===== src/rtl/uart_pkg.sv =====
// ---------------------------------------------------------------------------
// uart_pkg
//   Shared types and helpers for the UART receive path (and the future
//   transmit path).
//   Contents:
//     UART_DATA_W      payload width of one UART character
//     uart_rx_state_e  receiver FSM states
//     cps()            clock cycles per symbol for a given clock / line rate
// ---------------------------------------------------------------------------
package uart_pkg;

    localparam int UART_DATA_W = 8;

    typedef enum logic [2:0] {
        IDLE,
        START,
        DATA,
        PARITY,
        STOP
    } uart_rx_state_e;

    function automatic int cps(input int freq, input int baud);
        return freq / baud;
    endfunction

endpackage


===== src/rtl/sync_fifo.sv =====
// ---------------------------------------------------------------------------
// sync_fifo
//   Single-clock FIFO with a registered storage array. The head entry is
//   always presented on data_o while valid_o is high, and it does not change
//   until it is popped.
//   Parameters:
//     WIDTH   entry width
//     DEPTH   number of entries (power of two, >= 2)
//   Ports:
//     clk_i     in   clock, posedge
//     rst_ni    in   asynchronous active-low reset
//     push_i    in   write data_i (accepted when not full, or full with a pop)
//     data_i    in   write data
//     pop_i     in   remove head (ignored when empty)
//     data_o    out  head entry
//     valid_o   out  FIFO not empty
//     full_o    out  FIFO full
//     count_o   out  occupancy, 0..DEPTH
// ---------------------------------------------------------------------------
module sync_fifo #(
    parameter int WIDTH = 8,
    parameter int DEPTH = 8
) (
    input  logic                     clk_i,
    input  logic                     rst_ni,
    input  logic                     push_i,
    input  logic [WIDTH-1:0]         data_i,
    input  logic                     pop_i,
    output logic [WIDTH-1:0]         data_o,
    output logic                     valid_o,
    output logic                     full_o,
    output logic [$clog2(DEPTH):0]   count_o
);

    localparam int AW = $clog2(DEPTH);

    if ((DEPTH < 2) || ((DEPTH & (DEPTH - 1)) != 0)) begin : g_bad_depth
        $error("sync_fifo: DEPTH must be a power of two and at least 2");
    end

    logic [WIDTH-1:0] r_mem [DEPTH];
    logic [AW-1:0]    r_wrPtr;
    logic [AW-1:0]    r_rdPtr;
    logic [AW:0]      r_count;

    logic w_empty;
    logic w_full;
    logic w_doPop;
    logic w_doPush;

    assign w_empty  = (r_count == '0);
    assign w_full   = (r_count == (AW+1)'(DEPTH));
    assign w_doPop  = pop_i & ~w_empty;
    // When full, a same-cycle pop frees the slot the write pointer now points at.
    assign w_doPush = push_i & (~w_full | w_doPop);

    // Pointers are exactly AW bits wide, so they wrap modulo DEPTH on their own.
    always_ff @(posedge clk_i or negedge rst_ni) begin
        if (!rst_ni) begin
            for (int i = 0; i < DEPTH; i++) begin
                r_mem[i] <= '0;
            end
            r_wrPtr <= '0;
            r_rdPtr <= '0;
            r_count <= '0;
        end else begin
            if (w_doPush) begin
                r_mem[r_wrPtr] <= data_i;
                r_wrPtr        <= r_wrPtr + AW'(1);
            end
            if (w_doPop) begin
                r_rdPtr <= r_rdPtr + AW'(1);
            end
            case ({w_doPush, w_doPop})
                2'b10:   r_count <= r_count + (AW+1)'(1);
                2'b01:   r_count <= r_count - (AW+1)'(1);
                default: r_count <= r_count;
            endcase
        end
    end

    assign data_o  = r_mem[r_rdPtr];
    assign valid_o = ~w_empty;
    assign full_o  = w_full;
    assign count_o = r_count;

endmodule


===== src/rtl/uart_rx_fifo.sv =====
// ---------------------------------------------------------------------------
// uart_rx_fifo
//   UART receiver: 2-flop synchronizer, mid-bit sampling FSM for 8N1 frames
//   (8E1 when UART_RX_PARITY_EN is defined), a small FIFO and a valid/ready
//   output stream. Sticky framing and overflow flags.
//   Parameters:
//     FREQ    clock frequency in Hz
//     BAUD    line rate; FREQ/BAUD (cycles per symbol) must be >= 4
//     DEPTH   FIFO entries, power of two, >= 2
//   Ports:
//     clk_i        in   clock, posedge
//     rst_ni       in   asynchronous active-low reset
//     rx_i         in   serial line, idle high, asynchronous
//     rx_valid_o   out  FIFO head valid
//     rx_data_o    out  FIFO head byte
//     rx_ready_i   in   pop head when rx_valid_o & rx_ready_i
//     count_o      out  FIFO occupancy
//     frame_err_o  out  sticky: bad stop bit (or bad parity)
//     overflow_o   out  sticky: byte completed while FIFO full
//     err_clr_i    in   clears both sticky flags; a same-cycle set wins
//   Build option:
//     UART_RX_PARITY_EN  adds an even-parity bit between data and stop.
// ---------------------------------------------------------------------------
module uart_rx_fifo
    import uart_pkg::*;
#(
    parameter int FREQ  = 50_000_000,
    parameter int BAUD  = 115_200,
    parameter int DEPTH = 8
) (
    input  logic                     clk_i,
    input  logic                     rst_ni,
    input  logic                     rx_i,
    output logic                     rx_valid_o,
    output logic [UART_DATA_W-1:0]   rx_data_o,
    input  logic                     rx_ready_i,
    output logic [$clog2(DEPTH):0]   count_o,
    output logic                     frame_err_o,
    output logic                     overflow_o,
    input  logic                     err_clr_i
);

    localparam int CPS   = cps(FREQ, BAUD);
    localparam int CYC_W = (CPS > 1) ? $clog2(CPS) : 1;
    localparam logic [CYC_W-1:0] CYC_HALF = CYC_W'(CPS / 2 - 1);
    localparam logic [CYC_W-1:0] CYC_LAST = CYC_W'(CPS - 1);

    if (CPS < 4) begin : g_bad_cps
        $error("uart_rx_fifo: FREQ/BAUD must be at least 4 cycles per symbol");
    end

    logic                   r_rxMeta;
    logic                   r_rxS;
    logic                   r_rxPrev;

    uart_rx_state_e         r_state;
    uart_rx_state_e         w_stateNext;
    logic [CYC_W-1:0]       r_cyc;
    logic [CYC_W-1:0]       w_cycNext;
    logic [2:0]             r_bitIdx;
    logic [2:0]             w_bitIdxNext;
    logic [UART_DATA_W-1:0] r_shift;
    logic [UART_DATA_W-1:0] w_shiftNext;
`ifdef UART_RX_PARITY_EN
    logic                   r_parityErr;
    logic                   w_parityErrNext;
`endif

    logic                   w_push;
    logic                   w_frameSet;
    logic                   w_overflowSet;
    logic                   w_pop;
    logic                   w_full;
    logic                   w_valid;

    logic                   r_frameErr;
    logic                   r_overflow;

    // r_rxPrev holds the previous synchronized sample so IDLE reacts only to a
    // genuine 1->0 edge; a line held low after a bad frame never restarts.
    always_ff @(posedge clk_i or negedge rst_ni) begin
        if (!rst_ni) begin
            r_rxMeta <= 1'b1;
            r_rxS    <= 1'b1;
            r_rxPrev <= 1'b1;
        end else begin
            r_rxMeta <= rx_i;
            r_rxS    <= r_rxMeta;
            r_rxPrev <= r_rxS;
        end
    end

    always_ff @(posedge clk_i or negedge rst_ni) begin
        if (!rst_ni) begin
            r_state     <= IDLE;
            r_cyc       <= '0;
            r_bitIdx    <= '0;
            r_shift     <= '0;
`ifdef UART_RX_PARITY_EN
            r_parityErr <= 1'b0;
`endif
        end else begin
            r_state     <= w_stateNext;
            r_cyc       <= w_cycNext;
            r_bitIdx    <= w_bitIdxNext;
            r_shift     <= w_shiftNext;
`ifdef UART_RX_PARITY_EN
            r_parityErr <= w_parityErrNext;
`endif
        end
    end

    // The cycle counter restarts at every sample point, so it never wraps
    // inside a state; START samples half a symbol in to land mid-bit.
    always_comb begin
        w_stateNext     = r_state;
        w_cycNext       = r_cyc + CYC_W'(1);
        w_bitIdxNext    = r_bitIdx;
        w_shiftNext     = r_shift;
`ifdef UART_RX_PARITY_EN
        w_parityErrNext = r_parityErr;
`endif
        w_push          = 1'b0;
        w_frameSet      = 1'b0;

        case (r_state)
            IDLE: begin
                w_cycNext = '0;
                if (!r_rxS && r_rxPrev) begin
                    w_stateNext = START;
                end
            end
            START: begin
                if (r_cyc == CYC_HALF) begin
                    w_cycNext = '0;
                    if (r_rxS) begin
                        w_stateNext = IDLE;
                    end else begin
                        w_stateNext  = DATA;
                        w_bitIdxNext = '0;
                    end
                end
            end
            DATA: begin
                if (r_cyc == CYC_LAST) begin
                    w_cycNext    = '0;
                    w_shiftNext  = {r_rxS, r_shift[UART_DATA_W-1:1]};
                    w_bitIdxNext = r_bitIdx + 3'd1;
                    if (r_bitIdx == 3'd7) begin
`ifdef UART_RX_PARITY_EN
                        w_stateNext = PARITY;
`else
                        w_stateNext = STOP;
`endif
                    end
                end
            end
`ifdef UART_RX_PARITY_EN
            PARITY: begin
                if (r_cyc == CYC_LAST) begin
                    w_cycNext       = '0;
                    w_parityErrNext = (r_rxS != ^r_shift);
                    w_stateNext     = STOP;
                end
            end
`endif
            STOP: begin
                if (r_cyc == CYC_LAST) begin
                    w_cycNext   = '0;
                    w_stateNext = IDLE;
`ifdef UART_RX_PARITY_EN
                    if (r_rxS && !r_parityErr) begin
`else
                    if (r_rxS) begin
`endif
                        w_push = 1'b1;
                    end else begin
                        w_frameSet = 1'b1;
                    end
                end
            end
            default: begin
                w_stateNext = IDLE;
                w_cycNext   = '0;
            end
        endcase
    end

    assign w_pop         = rx_ready_i & w_valid;
    assign w_overflowSet = w_push & w_full & ~w_pop;

    // Set has priority over clear so an error in the clearing cycle survives.
    always_ff @(posedge clk_i or negedge rst_ni) begin
        if (!rst_ni) begin
            r_frameErr <= 1'b0;
            r_overflow <= 1'b0;
        end else begin
            if (w_frameSet) begin
                r_frameErr <= 1'b1;
            end else if (err_clr_i) begin
                r_frameErr <= 1'b0;
            end
            if (w_overflowSet) begin
                r_overflow <= 1'b1;
            end else if (err_clr_i) begin
                r_overflow <= 1'b0;
            end
        end
    end

    sync_fifo #(
        .WIDTH (UART_DATA_W),
        .DEPTH (DEPTH)
    ) u_fifo (
        .clk_i   (clk_i),
        .rst_ni  (rst_ni),
        .push_i  (w_push),
        .data_i  (r_shift),
        .pop_i   (rx_ready_i),
        .data_o  (rx_data_o),
        .valid_o (w_valid),
        .full_o  (w_full),
        .count_o (count_o)
    );

    assign rx_valid_o  = w_valid;
    assign frame_err_o = r_frameErr;
    assign overflow_o  = r_overflow;

endmodule


===== config.mk =====
export PLATFORM = sky130hd
export DESIGN_NAME = uart_rx_fifo
export DESIGN_NICKNAME = d
export VERILOG_FILES = /design/src/rtl/uart_pkg.sv /design/src/rtl/sync_fifo.sv /design/src/rtl/uart_rx_fifo.sv
export SDC_FILE = /design/constraint.sdc
export NUM_CORES = 1
export LEC_CHECK = 0
export CAP_MARGIN = 10
export CORE_UTILIZATION = 60
export CTS_BUF_LIST = sky130_fd_sc_hd__clkbuf_4 sky130_fd_sc_hd__clkbuf_8
export DETAILED_ROUTE_END_ITERATION = 12
export PLACE_DENSITY = 0.79
export SYNTH_ARGS = -nofsm -noshare
export SYNTH_HDL_FRONTEND = slang
export SYNTH_SLANG_ARGS = --single-unit

===== constraint.sdc =====
create_clock -name clk_i -period 5.5 [get_ports clk_i]
set_clock_uncertainty 0.15 [all_clocks]
set_input_delay 1.65 -clock clk_i [delete_from_list [all_inputs] [get_ports clk_i]]
set_output_delay 1.65 -clock clk_i [all_outputs]
set_load 0.05 [all_outputs]

==> reports/qor.txt <==
fmax: 0.219 GHz
crit path DAT: 2.77 ns
post-CTS setup buffers: 0
actual slew at the worst max-slew pin: 0.974 ns
synthesized net count: 352
Final nets: 363
Post-synth EDFFs: 0
Avg Inst Size Synth: 14.7 sq um
Cells on Worst Hold Path: 0
worst path required time: 3.70 ns
H-tree levels: 3
Layout area overhead: 8.59%
CP Max Fanout: 13
hold_sp: r_rxMeta
Initial Utilization: 0.631
GRT Resource Usage Total: 0.228
Die Ht: 92.9 microns
area leader, netlist: dfrtp_1
RSZ-0062 raised after global routing: no
reg-to-reg endpoint: u_fifo.count_o[3]
status: finished clean
Placed Cells: 439
CTS hold repair buffers: 0
synthesized area: 0.00495 sq mm
R2R setup slack: 2.26 ns
final slew viol count: 0
initial antenna violation count: 0
vias per cell: 5.85
vias: 2648
layout cells sized above 1: 0.379
largest net degree at the start of global routing: 80
worst skew pair latency: 0.36 ns
RR Startpoint: r_state[1]
Clock Sinks: 102
max-cap violation count: 0
number of global-route vias before repair: 2754
share of the clock period used by the worst path: 0.831
Root Driver: clkbuf_8
synthesized flop and latch total: 102
Setup WS pre-CTS: 1.03 ns
Routed Antenna Nets: 0
CP startpoint kind: flip-flop
Post-CTS Resized: 0
final wirelength: 8.86 mm
R2R cell count: 9
post-route cell area: 0.00538 sq mm
Routability Congestion: 0.768
Final min period: 4.57 ns
DPL Wire Length: 5.64 mm
gr ovfl total: 0
antenna fix cells: 0
drt first pass iters: 4
Hold Path Class: flip-flop to flip-flop
Die ar.: 0.00862 sq mm
Max Root-Sink Buffers: 2
fin util: 0.685
num rows: 32
Leakage: 2.51 nW
core area: 0.00785 sq mm
most frequent cells in the layout: dfrtp_1, mux2_2, mux2_4
Post-Place Cell Area: 0.00517 sq mm
Main synth FF type: dfrtp_1
final setup margin: 0.932 ns
initial DRC count: 100
WL/cell: 19.5 microns
port bufs: 19
clk slew on worst S/H paths: 0.09 ns
CTS Buf Count: 9
ys async rst share: 1.00
hold endpoint: r_rxS
VDD IR max: 0.000386 V
commonest non-fill, non-tap cell in the layout: dfrtp_1
CTS tree: yes
Critical Path Sink Type: output port
post-synthesis sequential area ratio: 0.516
YS warnings: 0
final setup fails: 0
setup TNS: 0 ns
ranking of synthesized cells by area: dfrtp_1, mux2_2, mux2_4
first-pass GRT wire length: 14.6 mm
Mapped Cells: 337
pwr dens: 329 mW/mm^2
Finished Layout Cells: 453
I/O pin cnt: 20
Die Wd: 92.9 microns
path type of the worst setup path: flip-flop to output port
# DRC: 0
Netlist cell types: 47
post-synth top area share: 0.500
Slew headroom: 0.350
Final Hold Fails: 0
==> power by group <==
group	switching, W	leakage [nW]	total (W)	internal, W
Sequential	0.000109	1.38	0.000905	0.000797
Clock	0.000243	0.104	0.000506	0.000263
Combinational	0.000187	1.02	0.000357	0.000170
==> worst max-delay path by stage <==
| stage | slack, ns | to | depth (start not counted) | from |
|---|---|---|---|---|
| final | 0.93 | rx_data_o[3] | 4 | u_fifo.r_rdPtr[0] |
| after global routing | 0.79 | rx_data_o[3] | 4 | u_fifo.r_rdPtr[0] |
| after CTS | 0.88 | rx_data_o[3] | 4 | u_fifo.r_rdPtr[0] |
| after detailed placement | 1.03 | u_fifo.count_o[3] | 10 | rx_ready_i |
| after global placement | 1.18 | u_fifo.count_o[2] | 12 | rx_ready_i |
| after floorplan | 1.75 | u_fifo.count_o[2] | 11 | rx_ready_i |
==> Yosys cell counts (2+ instances only) <==
master / instances
inv_1: 8
or2_2: 2
nor4b_1: 2
nor3b_1: 2
xnor2_1: 11
mux2_4: 32
mux4_2: 16
nand2_1: 8
xor2_1: 6
nor2_1: 18
nand2b_1: 5
nor4_4: 2
buf_4: 2
dfstp_2: 3
buf_6: 3
or4_1: 5
nand3_1: 7
dfrtp_1: 99
buf_2: 5
ha_1: 10
buf_1: 10
a22o_1: 2
o32ai_1: 2
mux2_2: 52
nor3_1: 3
==> flip-flops by register name, indices dropped and copies added (netlist names) <==
register        cells
u_fifo.r_mem       64
r_cyc               9
r_shift             8
u_fifo.count_o      4
r_bitIdx            3
r_state             3
u_fifo.r_rdPtr      3
u_fifo.r_wrPtr      3
frame_err_o         1
overflow_o          1
r_rxMeta            1
r_rxPrev            1
r_rxS               1
==> cell type report <==
type                    count  area, sq um
clock inverters             4         72.6
inverters                   8         30.0
fillers                   557         2470
flip-flops and latches    102         2560
repair buffers             21          203
clock buffers              10          138
well taps                 102          128
multi-input cells         206         2250
==> metal layers <==
| metal | wire length [microns] | global-route usage |
|---|---|---|
| met1 | 4250 | 0.326 |
| met4 | 83 | 0.0641 |
| met2 | 4230 | 0.350 |
| met5 | 0 | 0 |
| met3 | 289 | 0.0534 |
==> per-stage QoR <==
step / hold WS (ns) / power (W)
global route: 0.214 / 0.00186
global placement: 0.197 / 0.00127
finish: 0.211 / 0.00177
floorplan: 0.195 / 0.00117
detailed placement: 0.199 / 0.00128
CTS: 0.212 / 0.00179
==> critical path: stages (launching register included) <==
cell and delay [ns]:
dfrtp_1 0.52, buf_4 0.35, mux4_2 0.56, mux2_2 0.27, clkdlybuf4s50_1 0.70
==> kinds of logic (layout without fill, tap and decap cells) <==
kind of cell / count (synthesis) / count (layout) / synth area share
compound gates: 11 / 11 / 0.0215
fa+ha+maj: 10 / 10 / 0.0253
mux: 101 / 101 / 0.290
simple gates: 67 / 67 / 0.0879
buf+inv: 29 / 43 / 0.0293
flops: 102 / 102 / 0.516
xor+xnor: 17 / 17 / 0.0301
Power figures use the tool's default switching activity.
